### src/rtl/jamma_pkg.sv
// Shared constants and types for the JAMMA input path.
// Latency: n/a (declarations only).
// Backpressure: n/a.
package jamma_pkg;

  localparam int JAMMA_BUS_W = 8;
  localparam int MAX_PLAYERS = 4;
  localparam int SEL_W       = 2;

  // Every JAMMA-side signal is active-low, so an idle (unpressed) bit reads 1.
  localparam logic IDLE_N = 1'b1;

  typedef enum logic {
    ST_SETTLE = 1'b0,
    ST_SAMPLE = 1'b1
  } scan_state_t;

endpackage

### src/rtl/jamma_coin_cond.sv
// Coin conditioner for one switch: 2-FF synchroniser, falling-edge detect, fixed-width pulse.
// Latency: 3 pclk from the switch falling to coin_out_n falling; pulse lasts COIN_HOLD cycles.
// Backpressure: none; edges arriving while a pulse is in progress are dropped.
// Ports: pclk, reset (sync, active-high), coin_n (async switch, active-low),
//        coin_out_n (conditioned pulse, active-low).
module jamma_coin_cond
  import jamma_pkg::*;
#(
  parameter int COIN_HOLD = 16
) (
  input  logic pclk,
  input  logic reset,
  input  logic coin_n,
  output logic coin_out_n
);

  localparam int HOLD_W = $clog2(COIN_HOLD + 1);

  // [0],[1] are the synchroniser; [2] is the previous synchronised value for edge detection.
  logic [2:0]        sync_q;
  logic [HOLD_W-1:0] hold_cnt;
  logic              fall;

  assign fall = sync_q[2] & ~sync_q[1];

  always_ff @(posedge pclk) begin
    if (reset) begin
      sync_q     <= {3{IDLE_N}};
      hold_cnt   <= '0;
      coin_out_n <= IDLE_N;
    end else begin
      sync_q <= {sync_q[1:0], coin_n};
      if (hold_cnt != '0) begin
        // Pulse in progress: count it out and ignore any new edge.
        hold_cnt   <= hold_cnt - HOLD_W'(1);
        coin_out_n <= (hold_cnt == HOLD_W'(1));
      end else if (fall) begin
        hold_cnt   <= HOLD_W'(COIN_HOLD);
        coin_out_n <= 1'b0;
      end
    end
  end

endmodule

### src/rtl/jamma_input_scanner.sv
// Scans the shared JAMMA joystick bus across players, debounces each player, conditions coins.
// Latency: a steady bus change reaches joy_out DEBOUNCE_N player samples + 1 cycle later;
//          local_joy 1 cycle; coins 3 cycles.  Backpressure: none; scan_en=0 freezes the scan.
// Ports: pclk, reset (sync, active-high), scan_en, jjoy/local_joy (active-low buses),
//        jcoin_n (async coins), jselect (player on the bus), joy_out, coin_out_n, scan_done.
module jamma_input_scanner
  import jamma_pkg::*;
#(
  parameter int NUM_PLAYERS = 2,
  parameter int BUS_W       = JAMMA_BUS_W,
  parameter int SETTLE_CYC  = 3,
  parameter int DEBOUNCE_N  = 3,
  parameter int COIN_HOLD   = 16
) (
  input  logic                         pclk,
  input  logic                         reset,
  input  logic                         scan_en,
  input  logic [BUS_W-1:0]             jjoy,
  input  logic [BUS_W-1:0]             local_joy,
  input  logic [NUM_PLAYERS-1:0]       jcoin_n,
  output logic [SEL_W-1:0]             jselect,
  output logic [NUM_PLAYERS*BUS_W-1:0] joy_out,
  output logic [NUM_PLAYERS-1:0]       coin_out_n,
  output logic                         scan_done
);

  localparam int SET_W = $clog2(SETTLE_CYC + 1);
  localparam int DB_W  = $clog2(DEBOUNCE_N + 1);
  localparam logic [SEL_W-1:0] LAST_SEL = SEL_W'(NUM_PLAYERS - 1);

  scan_state_t       state, state_nxt;
  logic [SET_W-1:0]  settle_cnt, settle_cnt_nxt;
  logic [SEL_W-1:0]  jsel_nxt;
  logic              sample_en;

  always_ff @(posedge pclk) begin
    if (reset) begin
      state      <= ST_SETTLE;
      settle_cnt <= '0;
      jselect    <= '0;
      scan_done  <= 1'b0;
    end else begin
      state      <= state_nxt;
      settle_cnt <= settle_cnt_nxt;
      jselect    <= jsel_nxt;
      scan_done  <= sample_en && (jselect == LAST_SEL);
    end
  end

  always_comb begin
    state_nxt      = state;
    settle_cnt_nxt = settle_cnt;
    jsel_nxt       = jselect;
    sample_en      = 1'b0;
    if (scan_en) begin
      case (state)
        ST_SETTLE: begin
          settle_cnt_nxt = settle_cnt + SET_W'(1);
          if (settle_cnt == SET_W'(SETTLE_CYC - 1))
            state_nxt = ST_SAMPLE;
        end
        ST_SAMPLE: begin
          sample_en      = 1'b1;
          settle_cnt_nxt = '0;
          state_nxt      = ST_SETTLE;
          jsel_nxt       = (jselect == LAST_SEL) ? '0 : jselect + SEL_W'(1);
        end
        default: state_nxt = ST_SETTLE;
      endcase
    end
  end

  for (genvar p = 0; p < NUM_PLAYERS; p++) begin : g_player
    logic [BUS_W-1:0] stable;
    logic [DB_W-1:0]  cnt [BUS_W];
    logic [BUS_W-1:0] joy_q;
    logic [BUS_W-1:0] merge_mask;

    // Only player 0 shares its slot with the on-board stick.
    assign merge_mask = (p == 0) ? local_joy : {BUS_W{IDLE_N}};

    // cnt counts consecutive samples disagreeing with stable; a mismatch run of
    // DEBOUNCE_N commits the new level, any agreeing sample restarts the run.
    always_ff @(posedge pclk) begin
      if (reset) begin
        stable <= {BUS_W{IDLE_N}};
        for (int b = 0; b < BUS_W; b++) cnt[b] <= '0;
      end else if (sample_en && (jselect == SEL_W'(p))) begin
        for (int b = 0; b < BUS_W; b++) begin
          if (jjoy[b] == stable[b]) begin
            cnt[b] <= '0;
          end else if (cnt[b] == DB_W'(DEBOUNCE_N - 1)) begin
            stable[b] <= jjoy[b];
            cnt[b]    <= '0;
          end else begin
            cnt[b] <= cnt[b] + DB_W'(1);
          end
        end
      end
    end

    always_ff @(posedge pclk) begin
      if (reset) joy_q <= {BUS_W{IDLE_N}};
      else       joy_q <= stable & merge_mask;
    end

    assign joy_out[p*BUS_W +: BUS_W] = joy_q;
  end

  for (genvar p = 0; p < NUM_PLAYERS; p++) begin : g_coin
    jamma_coin_cond #(
      .COIN_HOLD (COIN_HOLD)
    ) u_coin (
      .pclk       (pclk),
      .reset      (reset),
      .coin_n     (jcoin_n[p]),
      .coin_out_n (coin_out_n[p])
    );
  end

endmodule

### config.mk
export PLATFORM = sky130hd
export DESIGN_NAME = jamma_input_scanner
export DESIGN_NICKNAME = d
export VERILOG_FILES = /design/src/rtl/jamma_pkg.sv /design/src/rtl/jamma_coin_cond.sv /design/src/rtl/jamma_input_scanner.sv
export SDC_FILE = /design/constraint.sdc
export NUM_CORES = 1
export LEC_CHECK = 0
export CORE_MARGIN = 1.5
export CORE_UTILIZATION = 60
export DETAILED_ROUTE_END_ITERATION = 8
export HOLD_SLACK_MARGIN = 0.08
export PLACE_DENSITY = 0.8
export REMOVE_ABC_BUFFERS = 1
export SETUP_SLACK_MARGIN = 0.15
export SLEW_MARGIN = 20
export SYNTH_ARGS = -nofsm -noshare
export SYNTH_HDL_FRONTEND = slang
export SYNTH_SLANG_ARGS = --single-unit
### constraint.sdc
create_clock -name pclk -period 3.4 [get_ports pclk]
set_input_delay 0.68 -clock pclk [delete_from_list [all_inputs] [get_ports pclk]]
set_output_delay 0.68 -clock pclk [all_outputs]
set_load 0.05 [all_outputs]
* Yosys cells after proc, flatten, opt, wreduce, memory -nomap -nowiden
Memories as Yosys holds them, arrays and structs flattened. Cells that the tools add are included.
Cells by class: shift-type cells 0, equal/unequal tests 36, divide/modulo/power cells 0, mux-type cells 288, add/sub/neg operators 20, multipliers 0, $lt $le $gt $ge 0, reduce and logical (&&, ||, !) cells 24, bitwise operators 70
Operators with widths (number):
- $mux 1 | 233
- $mux 2 | 49
- $or 1x1->1 | 48
- $reduce_and 3->1 | 16
- $add 2x1->2 const B | 18
- $eq 2x2->1 const B | 17
- $mux 5 | 4
- $not 1->1 | 19
- $eq 1x1->1 | 16
- $eq 5x1->1 const B | 2
- $reduce_bool 5->1 | 2
- $sub 5x1->5 const B | 2
- $and 8x8->8 | 1
- $pmux 2 s2 | 1
- $reduce_bool 2->1 | 2
- $and 1x1->1 | 2
- $eq 2x1->1 const B | 1
- $logic_and 1x1->1 | 2
- $logic_not 2->1 | 1
- $pmux 1 s2 | 1
- $reduce_and 2->1 | 1
Word-level totals: word-level logic and storage cells 468, memories 2, output and inout bits 21, ROM bits 0, register bits 56, latch bits 0, bits in writable memories 32, input port bits 21
Memory list:
- g_player[0].cnt | words 8, width 2, rd ports 8, clocked after Yosys merged registers in 0, wr ports 8, line jamma_input_scanner.sv:75 | logic [DB_W-1:0] cnt [BUS_W];
- g_player[1].cnt | words 8, width 2, rd ports 8, clocked after Yosys merged registers in 0, wr ports 8, line jamma_input_scanner.sv:75

* Longest topological paths before layout
Gate-level depths: netlist of run 1.
word-level depth 9, gate-level depth with buffers 6, depth with buffers taken out 5

* By module
A second synthesis of run 1 with hierarchy kept.
Unflattened totals: cells, all modules 336, area total of the unflattened synthesis 3846.2 µm²
Modules (own cells, without submodules):
- jamma_input_scanner | area each 3035.4 µm², times used 1, sequential area each 1721.7 µm², cells each 256
- jamma_coin_cond | area each 405.4 µm², times used 2, sequential area each 180.2 µm², cells each 40

* Least setup slack after synthesis of run 1
Ideal clock, no wire load.
path type input to register, from input scan_en, to memory g_player[1].cnt[0][0] (netlist bit) (enable), buffers on the path 3, path slack 1.376 ns, stages 5, data arrival time 1.734 ns, library setup time 0.291 ns, required time 3.109 ns, cell sequence buf_2 > and4b_1 > buf_2 > buf_2 > or2_2
RTL lines:
- start, declared | line jamma_input_scanner.sv:17 | input logic scan_en,
- end, declared | line jamma_input_scanner.sv:75

* Worst setup path in the final report of run 1
from register jselect[1], to output jselect[1]
RTL lines:
- start, declared | line jamma_input_scanner.sv:21 | output logic [SEL_W-1:0] jselect,
- start signal, assigned | line jamma_input_scanner.sv:45 | jselect <= jsel_nxt;
No word-level cell between the ends.

==> results.sh, run 1 <==
export IMPL_run_status="finished, final reports clean"
export IMPL_period_share=0.674
export IMPL_design_area_um2=4420
export IMPL_r2r_setup_slack_ps=1560
export IMPL_cp_buffers_inverters=1
export IMPL_gr_total_overflow=0
export IMPL_rsz0062_at_grt="false"
export IMPL_yosysWarnings=0
export IMPL_max_cap_viol_count=0
export IMPL_fin_crit_ps=2290
export IMPL_num_rows=28
export IMPL_clock_latency_ps=340
export IMPL_ctsHoldBuffers=0
export IMPL_yosysMostFrequentCell="dfxtp_1"
export IMPL_worstHoldStart="g_coin[1].u_coin.sync_q[0]"
export IMPL_cts_made_buffers=9
export IMPL_syn_inst=351
export IMPL_grt_pass1_wl_um=11100
export IMPL_avgSynthCellArea_um2=10.8
export IMPL_clock_skew_ps=9.51
export IMPL_nFillCells=426
export IMPL_worstRegToRegCells=5
export IMPL_core_area_um2=5990
export IMPL_slowest_delay_ps=850
export IMPL_firstDrtPassIters=4
export IMPL_cts_tree="done"
export IMPL_dieArea_um2=6800
export IMPL_ys_async_sr_fraction=0
export IMPL_crit_start="jselect[1]"
export IMPL_start_kind="register"
export IMPL_dpl_worst_slack_ps=928
export IMPL_worst_r2r_startpoint="g_coin[0].u_coin.hold_cnt[0]"
export IMPL_ant_nets=0
export IMPL_clk_pin_slew_worst_paths_ps=80
export IMPL_whs_endpoint="g_coin[1].u_coin.sync_q[1]"
export IMPL_wl_per_cell_um=15.0
export IMPL_worstPathCellList="clkdlybuf4s50_1"
export IMPL_vias_per_cell=5.64
export IMPL_r2r_end="g_coin[0].u_coin.hold_cnt[2]"
export IMPL_dr_total_vias=2645
export IMPL_placedCellCount=453
export IMPL_synthToLayoutAreaGrowth_pct=16.8
export IMPL_hold_viol=0
export IMPL_end_kind="output port"
export IMPL_port_buffers=41
export IMPL_instances_no_fill=469
export IMPL_crit_fanout=5
export IMPL_grt_max_degree=51
export IMPL_synth_top_area_share=0.296
export IMPL_antenna_found_initial=0
export IMPL_ys_ff_latch=88
export IMPL_synthDistinctLibCells=37
export IMPL_synth_top_cells_by_count="dfxtp_1, edfxtp_1, nor2_1"
export IMPL_die_height_um=82.4
export IMPL_nets=433
export IMPL_tightest_slew_ps=886
export IMPL_synth_area_leaders="dfxtp_1, edfxtp_1, ha_1, or2_2, nor2_1"
export IMPL_drive_above_1_share=0.124
export IMPL_cts_resized_gates=0
export IMPL_worst_endpoint_arrival_ps=1610
export IMPL_hold_path_class="reg -> reg"
export IMPL_cp_required_ps=2720
export IMPL_drc_errors=0
export IMPL_finalWeightedCongestion=0.703
export IMPL_drt_iter0_markers=116
export IMPL_ir_drop_v=0.000376
export IMPL_worstSetupPathType="reg -> out"
export IMPL_cpLargestDelayFamily="buffers and inverters"
export IMPL_num_io_pins=42
export IMPL_drv_slew=0
export IMPL_cts_sink_count=88
export IMPL_utilization=0.738
export IMPL_p_per_area_nw_per_um2=555
export IMPL_cts_max_level=3
export IMPL_slowest_stage="clkdlybuf4s50_1"
export IMPL_initial_utilization=0.632
export IMPL_placed_area_um2=4210
export IMPL_setup_viol=0
export IMPL_cts_max_path_buffers=2
export IMPL_slew_headroom=0.401
export IMPL_netlist_area_um2=3790
export IMPL_grt_pass1_vias=2488
export IMPL_synthFlopType="dfxtp_1"
export IMPL_leakage_nw=1.76
export IMPL_setup_ws_ps=1110
export IMPL_yosysSeqAreaShare=0.550
export IMPL_wl_um=7030
export IMPL_die_w_um=82.4
export IMPL_post_cts_buffers=0
export IMPL_grt_usage=0.222
export IMPL_synth_edf_count=32
export IMPL_ctsRootBufferMaster="clkbuf_8"
export IMPL_hpwl_um=4760
export IMPL_synth_top_area_cell="dfxtp_1"
export IMPL_diodes=0
export IMPL_fmax_ghz=0.437
export IMPL_finalSetupTns_ps=0
export IMPL_hold_depth=1
[kinds of logic after synthesis]
group / count (synthesis) / share of synthesized area
flip-flops: 88 / 0.550
adder cells (fa/ha/maj): 23 / 0.0760
AO/OA/AOI/OAI: 49 / 0.0833
XOR/XNOR: 19 / 0.0440
buffers and inverters: 41 / 0.0476
AND/OR/NAND/NOR: 129 / 0.193
multiplexers: 2 / 0.00595
[layer usage]
metal | GRT usage | share of wire | vias to the layer above
li1 | - | - | 1322
met1 | 0.258 | 0.44 | 1261
met2 | 0.397 | 0.51 | 51
met3 | 0.0538 | 0.037 | 11
met4 | 0.0797 | 0.014 | 0
met5 | 0 | 0 | -
[flip-flops by register name (all words and copies together) (netlist names)]
| name | cells |
|---|---|
| g_coin.u_coin.hold_cnt | 10 |
| g_coin.u_coin.sync_q | 6 |
| g_player.joy_q | 16 |
| state | 1 |
| g_player.cnt | 32 |
| settle_cnt | 2 |
| g_player.stable | 16 |
| scan_done | 1 |
| g_coin.u_coin.coin_out_n | 2 |
| jselect | 2 |
[final cells by class]
| type | instances | area [um2] | share of cell area |
|---|---|---|---|
| Clock buffer | 13 | 169 | 0.0382 |
| Clock inverter | 3 | 40.0 | 0.00905 |
| Inverter | 25 | 93.8 | 0.0212 |
| Multi-Input combinational cell | 222 | 1520 | 0.345 |
| Sequential cell | 88 | 2080 | 0.471 |
| Tap cell | 75 | 93.8 | 0.0212 |
| Timing Repair Buffer | 43 | 420 | 0.0950 |
[stage by stage]
step / hold slack, ps / power (mW)
final: 419 / 2.45
after global routing: 445 / 2.57
after CTS: 421 / 2.46
after detailed placement: 403 / 1.74
after global placement: 392 / 1.71
after floorplan: 389 / 1.60
[placed cells by master, fill, tap and decap left out, drive strengths merged, types with 9 or more instances in the layout]
cell type / n
nor4: 16
nor2: 31
a31oi: 18
or2: 23
clkbuf: 13
a21oi: 17
edfxtp: 32
nand2: 23
clkdlybuf4s50: 40
dfxtp: 56
ha: 23
xor2: 9
inv: 25
xnor2: 10
[worst max-delay path by stage]
stage | endpoint | slack (ps) | depth (start not counted)
final | jselect[1] | 1110 | 1
after global routing | jselect[1] | 1030 | 1
after CTS | jselect[1] | 1100 | 1
after detailed placement | g_player[0].cnt[0][1] | 930 | 3
after global placement | g_player[0].cnt[0][0] | 990 | 3
after floorplan | g_player[1].cnt[0][0] | 1490 | 2
[where the power goes]
part / internal (mW) / switching, mW
sequential: 1.17 / 0.0626
clock: 0.398 / 0.345
combinational: 0.229 / 0.252
(Power assumes the default switching activity.)
==> run 2: changes to the inputs <==
--- a/config.mk
+++ b/config.mk
@@ -6,10 +6,10 @@
 export NUM_CORES = 1
 export LEC_CHECK = 0
 export CORE_MARGIN = 1.5
-export CORE_UTILIZATION = 60
+export CORE_UTILIZATION = 50
 export DETAILED_ROUTE_END_ITERATION = 8
 export HOLD_SLACK_MARGIN = 0.08
-export PLACE_DENSITY = 0.8
+export PLACE_DENSITY = 0.71
 export REMOVE_ABC_BUFFERS = 1
 export SETUP_SLACK_MARGIN = 0.15
 export SLEW_MARGIN = 20
==> constraint.sdc (replaced) <==
create_clock -name pclk -period 2.1 [get_ports pclk]
set_input_delay 0.42 -clock pclk [delete_from_list [all_inputs] [get_ports pclk]]
set_output_delay 0.42 -clock pclk [all_outputs]
set_load 0.05 [all_outputs]
==> run 2 against run 1 <==
Against the previous run:
- clock skew down 3.6 ps
- core utilization fell by 12 points
- die area increased by 19%
- routed wire length down 6.7%
- final cell count grew 6.8%
- critical path depth unchanged
- power up 57%
- highest routed layer unchanged
- critical path type unchanged
==> results.sh, run 2 (synthesized netlist as in run 1, its figures left out) <==
export IMPL_run_status="finished, final reports clean"
export IMPL_wl_per_cell_um=13.1
export IMPL_cts_made_buffers=9
export IMPL_wl_um=6560
export IMPL_leakage_nw=1.80
export IMPL_p_total_mw=3.85
export IMPL_initial_utilization=0.519
export IMPL_max_cap_viol_count=0
export IMPL_largest_register_ffs=32
export IMPL_antenna_found_initial=0
export IMPL_slowest_stage="clkdlybuf4s50_1"
export IMPL_cts_max_path_buffers=2
export IMPL_hpwl_um=4660
export IMPL_slowest_delay_ps=800
export IMPL_ctsRootBufferMaster="clkbuf_8"
export IMPL_worstSetupPathType="reg -> out"
export IMPL_dieArea_um2=8100
export IMPL_cts_tree="done"
export IMPL_port_buffers=41
export IMPL_cpLargestDelayFamily="buffers and inverters"
export IMPL_die_w_um=90.0
export IMPL_rsz0062_at_grt="false"
export IMPL_synthToLayoutAreaGrowth_pct=18.7
export IMPL_grt_usage=0.174
export IMPL_start_kind="register"
export IMPL_firstDrtPassIters=4
export IMPL_num_io_pins=42
export IMPL_cp_required_ps=1680
export IMPL_diodes=0
export IMPL_tightest_slew_ps=503
export IMPL_crit_fanout=1
export IMPL_reg_top3="g_player.cnt: 32 flops, g_player.joy_q: 16 flops, g_player.stable: 16 flops"
export IMPL_end_kind="output port"
export IMPL_dr_total_vias=2623
export IMPL_final_common_cell="dfxtp_1"
export IMPL_grt_pass1_vias=2583
export IMPL_cts_sink_count=88
export IMPL_drive_above_1_share=0.134
export IMPL_grt_pass1_wl_um=11400
export IMPL_ant_nets=0
export IMPL_worstPathCellList="clkdlybuf4s50_1"
export IMPL_ir_drop_v=0.000363
export IMPL_gr_total_overflow=0
export IMPL_p_per_area_nw_per_um2=857
export IMPL_setup_viol=0
export IMPL_clk_pin_slew_worst_paths_ps=80
export IMPL_hold_path_class="reg -> reg"
export IMPL_hold_viol=0
export IMPL_slew_headroom=0.664
export IMPL_regArea_um2=2080
export IMPL_period_share=0.895
export IMPL_finalSetupTns_ps=0
export IMPL_top_register="g_player.cnt"
export IMPL_cts_max_level=3
export IMPL_fmax_ghz=0.532
export IMPL_final_cell_mix="dfxtp_1, clkdlybuf4s50_1, edfxtp_1, nor2_1, inv_1"
export IMPL_multi_input_area_um2=1520
export IMPL_nets=441
export IMPL_fin_crit_ps=1880
export IMPL_vias_per_cell=5.24
export IMPL_worst_endpoint_arrival_ps=1460
export IMPL_nFillCells=637
export IMPL_drv_slew=0
export IMPL_grt_max_degree=33
export IMPL_die_height_um=90.0
export IMPL_finalWeightedCongestion=0.748
export IMPL_clock_latency_ps=340
export IMPL_cp_buffers_inverters=1
export IMPL_num_rows=31
export IMPL_core_area_um2=7290
export IMPL_drt_iter0_markers=74
export IMPL_drc_errors=0
export IMPL_clock_skew_ps=5.88
[run 2: cell types whose count changed in the layout (fill, tap and decap cells not counted)]
cell             delta
buf_4               +7
bufinv_16           -1
dlymetal6s2s_1      +3
clkbuf_16           +1
clkbuf_1            +1
clkinv_1            +2
buf_12              +1
clkbuf_8            -3
clkdlybuf4s50_1     -5
dlygate4sd2_1       +2
[run 2: metal layers]
metal	global-route usage	part of all wire	vias up
met5	0	0	-
met4	0.0622	0.013	0
met3	0.0533	0.029	7
met2	0.297	0.50	33
met1	0.208	0.45	1254
li1	-	-	1329
[run 2: final cells by class]
class                      count  share of cell area
multi-input combinational    222               0.339
tap                           99              0.0276
timing repair buffer          51               0.111
clock inverter                 4             0.00390
inverter                      25              0.0209
clock buffer                  12              0.0348
sequential                    88               0.463
[run 2: what timing repair did]
action / 4_1_cts / 5_1_grt
setup buffers: 0 / 0
endpoints found under the setup margin: 2 / 3
hold buffers: 0 / 0
resized for setup: 2 / 3
cloned: 0 / 0
[run 2: power breakdown]
part / total, mW / leakage, nW / internal [mW] / switching [mW]
Clock: 1.05 / 0.0903 / 0.492 / 0.555
Combinational: 0.814 / 0.924 / 0.402 / 0.412
Sequential: 1.99 / 0.790 / 1.89 / 0.102
[run 2: final timing paths]
check	start	to	slack (ps)	cells after the start
worst min-delay path	g_coin[0].u_coin.sync_q[0]	g_coin[0].u_coin.sync_q[1]	410	1
worst max register to register	state	g_player[0].cnt[1][7]	530	3
worst max-delay path	g_player[1].joy_q[5]	joy_out[13]	220	1
worst min register to register	g_coin[0].u_coin.sync_q[0]	g_coin[0].u_coin.sync_q[1]	410	1
[run 2: metrics by stage]
step                      worst slack, ps  cell area [um2]   util  hold WS [ps]  cells
after floorplan                       191             3700      -           389    335
after global placement                181             4320  0.592           393    485
after detailed placement              124             4320  0.592           399    485
after CTS                             167             4490  0.615           418    501
after global routing                  151             4500  0.617           425    501
final                                 220             4500  0.617           414    501
[run 2: worst register-to-register path: cells and delay by family, from the launching register on]
| family | cells | cell delay (ps) |
|---|---|---|
| AND/OR/NAND/NOR | 3 | 900 |
| flip-flops | 1 | 470 |
==> run 3: changes to the inputs <==
--- a/config.mk
+++ b/config.mk
@@ -5,11 +5,13 @@
 export SDC_FILE = /design/constraint.sdc
 export NUM_CORES = 1
 export LEC_CHECK = 0
-export CORE_MARGIN = 1.5
-export CORE_UTILIZATION = 50
+export CELL_PAD_IN_SITES_DETAIL_PLACEMENT = 1
+export CELL_PAD_IN_SITES_GLOBAL_PLACEMENT = 1
+export CORE_MARGIN = 2
+export CORE_UTILIZATION = 40
 export DETAILED_ROUTE_END_ITERATION = 8
 export HOLD_SLACK_MARGIN = 0.08
-export PLACE_DENSITY = 0.71
+export PLACE_DENSITY_LB_ADDON = 0.1
 export REMOVE_ABC_BUFFERS = 1
 export SETUP_SLACK_MARGIN = 0.15
 export SLEW_MARGIN = 20
==> run 3 against run 2 <==
Against the previous run:
- die area rose by 27%
- non-clock buffer count unchanged
- worst setup slack about the same
- via count is 0.99% higher
- maximum frequency hardly changed
- sequential cell count is the same
- clock skew up 4.4 ps
- clock-buffer cell count stayed put
- clock power about the same
- global-route usage decreased by 1.8 points
- critical endpoint is now joy_out[12]
- largest power group unchanged
- highest routed layer unchanged
==> results.sh, run 3 (synthesized netlist as in run 1, its figures left out) <==
export IMPL_run_status="finished, final reports clean"
export IMPL_rsz0062_at_grt="false"
export IMPL_nets=441
export IMPL_slew_headroom=0.664
export IMPL_crit_start="g_player[1].joy_q[4]"
export IMPL_ant_nets=0
export IMPL_clock_latency_ps=340
export IMPL_initial_utilization=0.412
export IMPL_cpLargestDelayFamily="buffers and inverters"
export IMPL_firstDrtPassIters=4
export IMPL_num_rows=35
export IMPL_hpwl_um=5270
export IMPL_hold_path_class="reg -> reg"
export IMPL_ctsRootBufferMaster="clkbuf_8"
export IMPL_finalWeightedCongestion=0.764
export IMPL_synthToLayoutAreaGrowth_pct=19.2
export IMPL_grt_busiest_layer="met2"
export IMPL_grt_pass1_vias=2610
export IMPL_wl_um=7430
export IMPL_antenna_found_initial=0
export IMPL_critPathCapture="joy_out[12]"
export IMPL_port_buffers=41
export IMPL_slowest_delay_ps=790
export IMPL_reg_top3="g_player.cnt: 32 flops, g_player.joy_q: 16 flops, g_player.stable: 16 flops"
export IMPL_end_kind="output port"
export IMPL_final_common_cell="dfxtp_1"
export IMPL_slowest_stage="clkdlybuf4s50_1"
export IMPL_vias_per_cell=5.16
export IMPL_post_cts_buffers=0
export IMPL_largest_register_ffs=32
export IMPL_grt_usage=0.157
export IMPL_cts_max_path_buffers=2
export IMPL_worstPathCellList="clkdlybuf4s50_1"
export IMPL_dieArea_um2=10300
export IMPL_instances_no_fill=513
export IMPL_design_area_um2=4510
export IMPL_hold_viol=0
export IMPL_setup_ws_ps=220
export IMPL_grtUsageMet2=0.261
export IMPL_grt_max_degree=33
export IMPL_utilization=0.491
export IMPL_worst_r2r_startpoint="g_coin[0].u_coin.hold_cnt[0]"
export IMPL_ir_drop_v=0.000424
export IMPL_fmax_ghz=0.532
export IMPL_finalSetupTns_ps=0
export IMPL_worstRegToRegCells=6
export IMPL_placed_area_um2=4330
export IMPL_start_kind="register"
export IMPL_cp_depth=1
export IMPL_core_area_um2=9200
export IMPL_tightest_slew_ps=503
export IMPL_top_register="g_player.cnt"
export IMPL_worst_endpoint_arrival_ps=1460
export IMPL_cts_tree="done"
export IMPL_grt_use_met3=0.0338
export IMPL_cp_buffers_inverters=1
export IMPL_setup_viol=0
export IMPL_drive_above_1_share=0.142
export IMPL_period_share=0.895
export IMPL_p_per_area_nw_per_um2=860
export IMPL_cts_made_buffers=9
export IMPL_final_cell_mix="dfxtp_1, clkdlybuf4s50_1, edfxtp_1, nor2_1, inv_1"
export IMPL_met1_usage=0.203
export IMPL_wl_per_cell_um=14.5
export IMPL_diodes=0
export IMPL_worstSetupPathType="reg -> out"
export IMPL_placedCellCount=497
export IMPL_dpl_worst_slack_ps=206
export IMPL_p_total_mw=3.88
export IMPL_dr_total_vias=2649
export IMPL_die_w_um=101
export IMPL_cts_max_level=3
export IMPL_r2r_end="g_coin[0].u_coin.hold_cnt[2]"
export IMPL_cts_sink_count=88
export IMPL_grt_pass1_wl_um=12500
export IMPL_gr_total_overflow=0
export IMPL_whs_ps=415
export IMPL_fin_crit_ps=1880
export IMPL_cp_required_ps=1680
export IMPL_clock_skew_ps=10.3
export IMPL_crit_fanout=1
export IMPL_drc_errors=0
export IMPL_leakage_nw=1.81
export IMPL_drv_slew=0
export IMPL_drt_iter0_markers=44
export IMPL_max_cap_viol_count=0
export IMPL_clk_pin_slew_worst_paths_ps=90
export IMPL_num_io_pins=42
export IMPL_r2r_setup_slack_ps=430
export IMPL_die_height_um=101
-- run 3: cell counts in the layout (fill, tap and decap cells not counted) --
Identical to the previous run, type by type.
-- run 3: worst min-delay path by stage --
stage | startpoint | depth (start not counted) | slack (ps) | end
2_1_floorplan | g_coin[0].u_coin.sync_q[0] | 1 | 390 | g_coin[0].u_coin.sync_q[1]
5_1_grt | g_coin[1].u_coin.sync_q[0] | 1 | 450 | g_coin[1].u_coin.sync_q[1]
3_5_place_dp | g_coin[1].u_coin.sync_q[0] | 1 | 400 | g_coin[1].u_coin.sync_q[1]
3_3_place_gp | g_coin[1].u_coin.sync_q[0] | 1 | 390 | g_coin[1].u_coin.sync_q[1]
4_1_cts | g_coin[1].u_coin.sync_q[0] | 1 | 420 | g_coin[1].u_coin.sync_q[1]
6_report | g_coin[1].u_coin.sync_q[0] | 1 | 420 | g_coin[1].u_coin.sync_q[1]
-- run 3: final cells by class --
| type | count | area, um2 |
|---|---|---|
| multi-input cells | 222 | 1520 |
| fillers | 1036 | 4680 |
| clock inverters | 4 | 20.0 |
| repair buffers | 51 | 498 |
| inverters | 25 | 93.8 |
| clock buffers | 12 | 155 |
| well taps | 111 | 139 |
| flip-flops and latches | 88 | 2080 |
-- run 3: timing repair --
action	in CTS	in global routing
hold buffers	0	0
setup endpoints to repair	2	3
resized for setup	2	3
-- run 3: where the power goes --
group / switching, mW / total [mW] / leakage (nW) / internal (mW)
Combinational: 0.423 / 0.828 / 0.927 / 0.405
Clock: 0.574 / 1.06 / 0.0959 / 0.488
Sequential: 0.101 / 1.99 / 0.790 / 1.89
-- run 3: metal layers --
metal  up-vias  wire length (um)
met2        36              3580
met4         0                88
met3         7               215
met1      1273              3540
li1       1333                 -
met5         -                 0
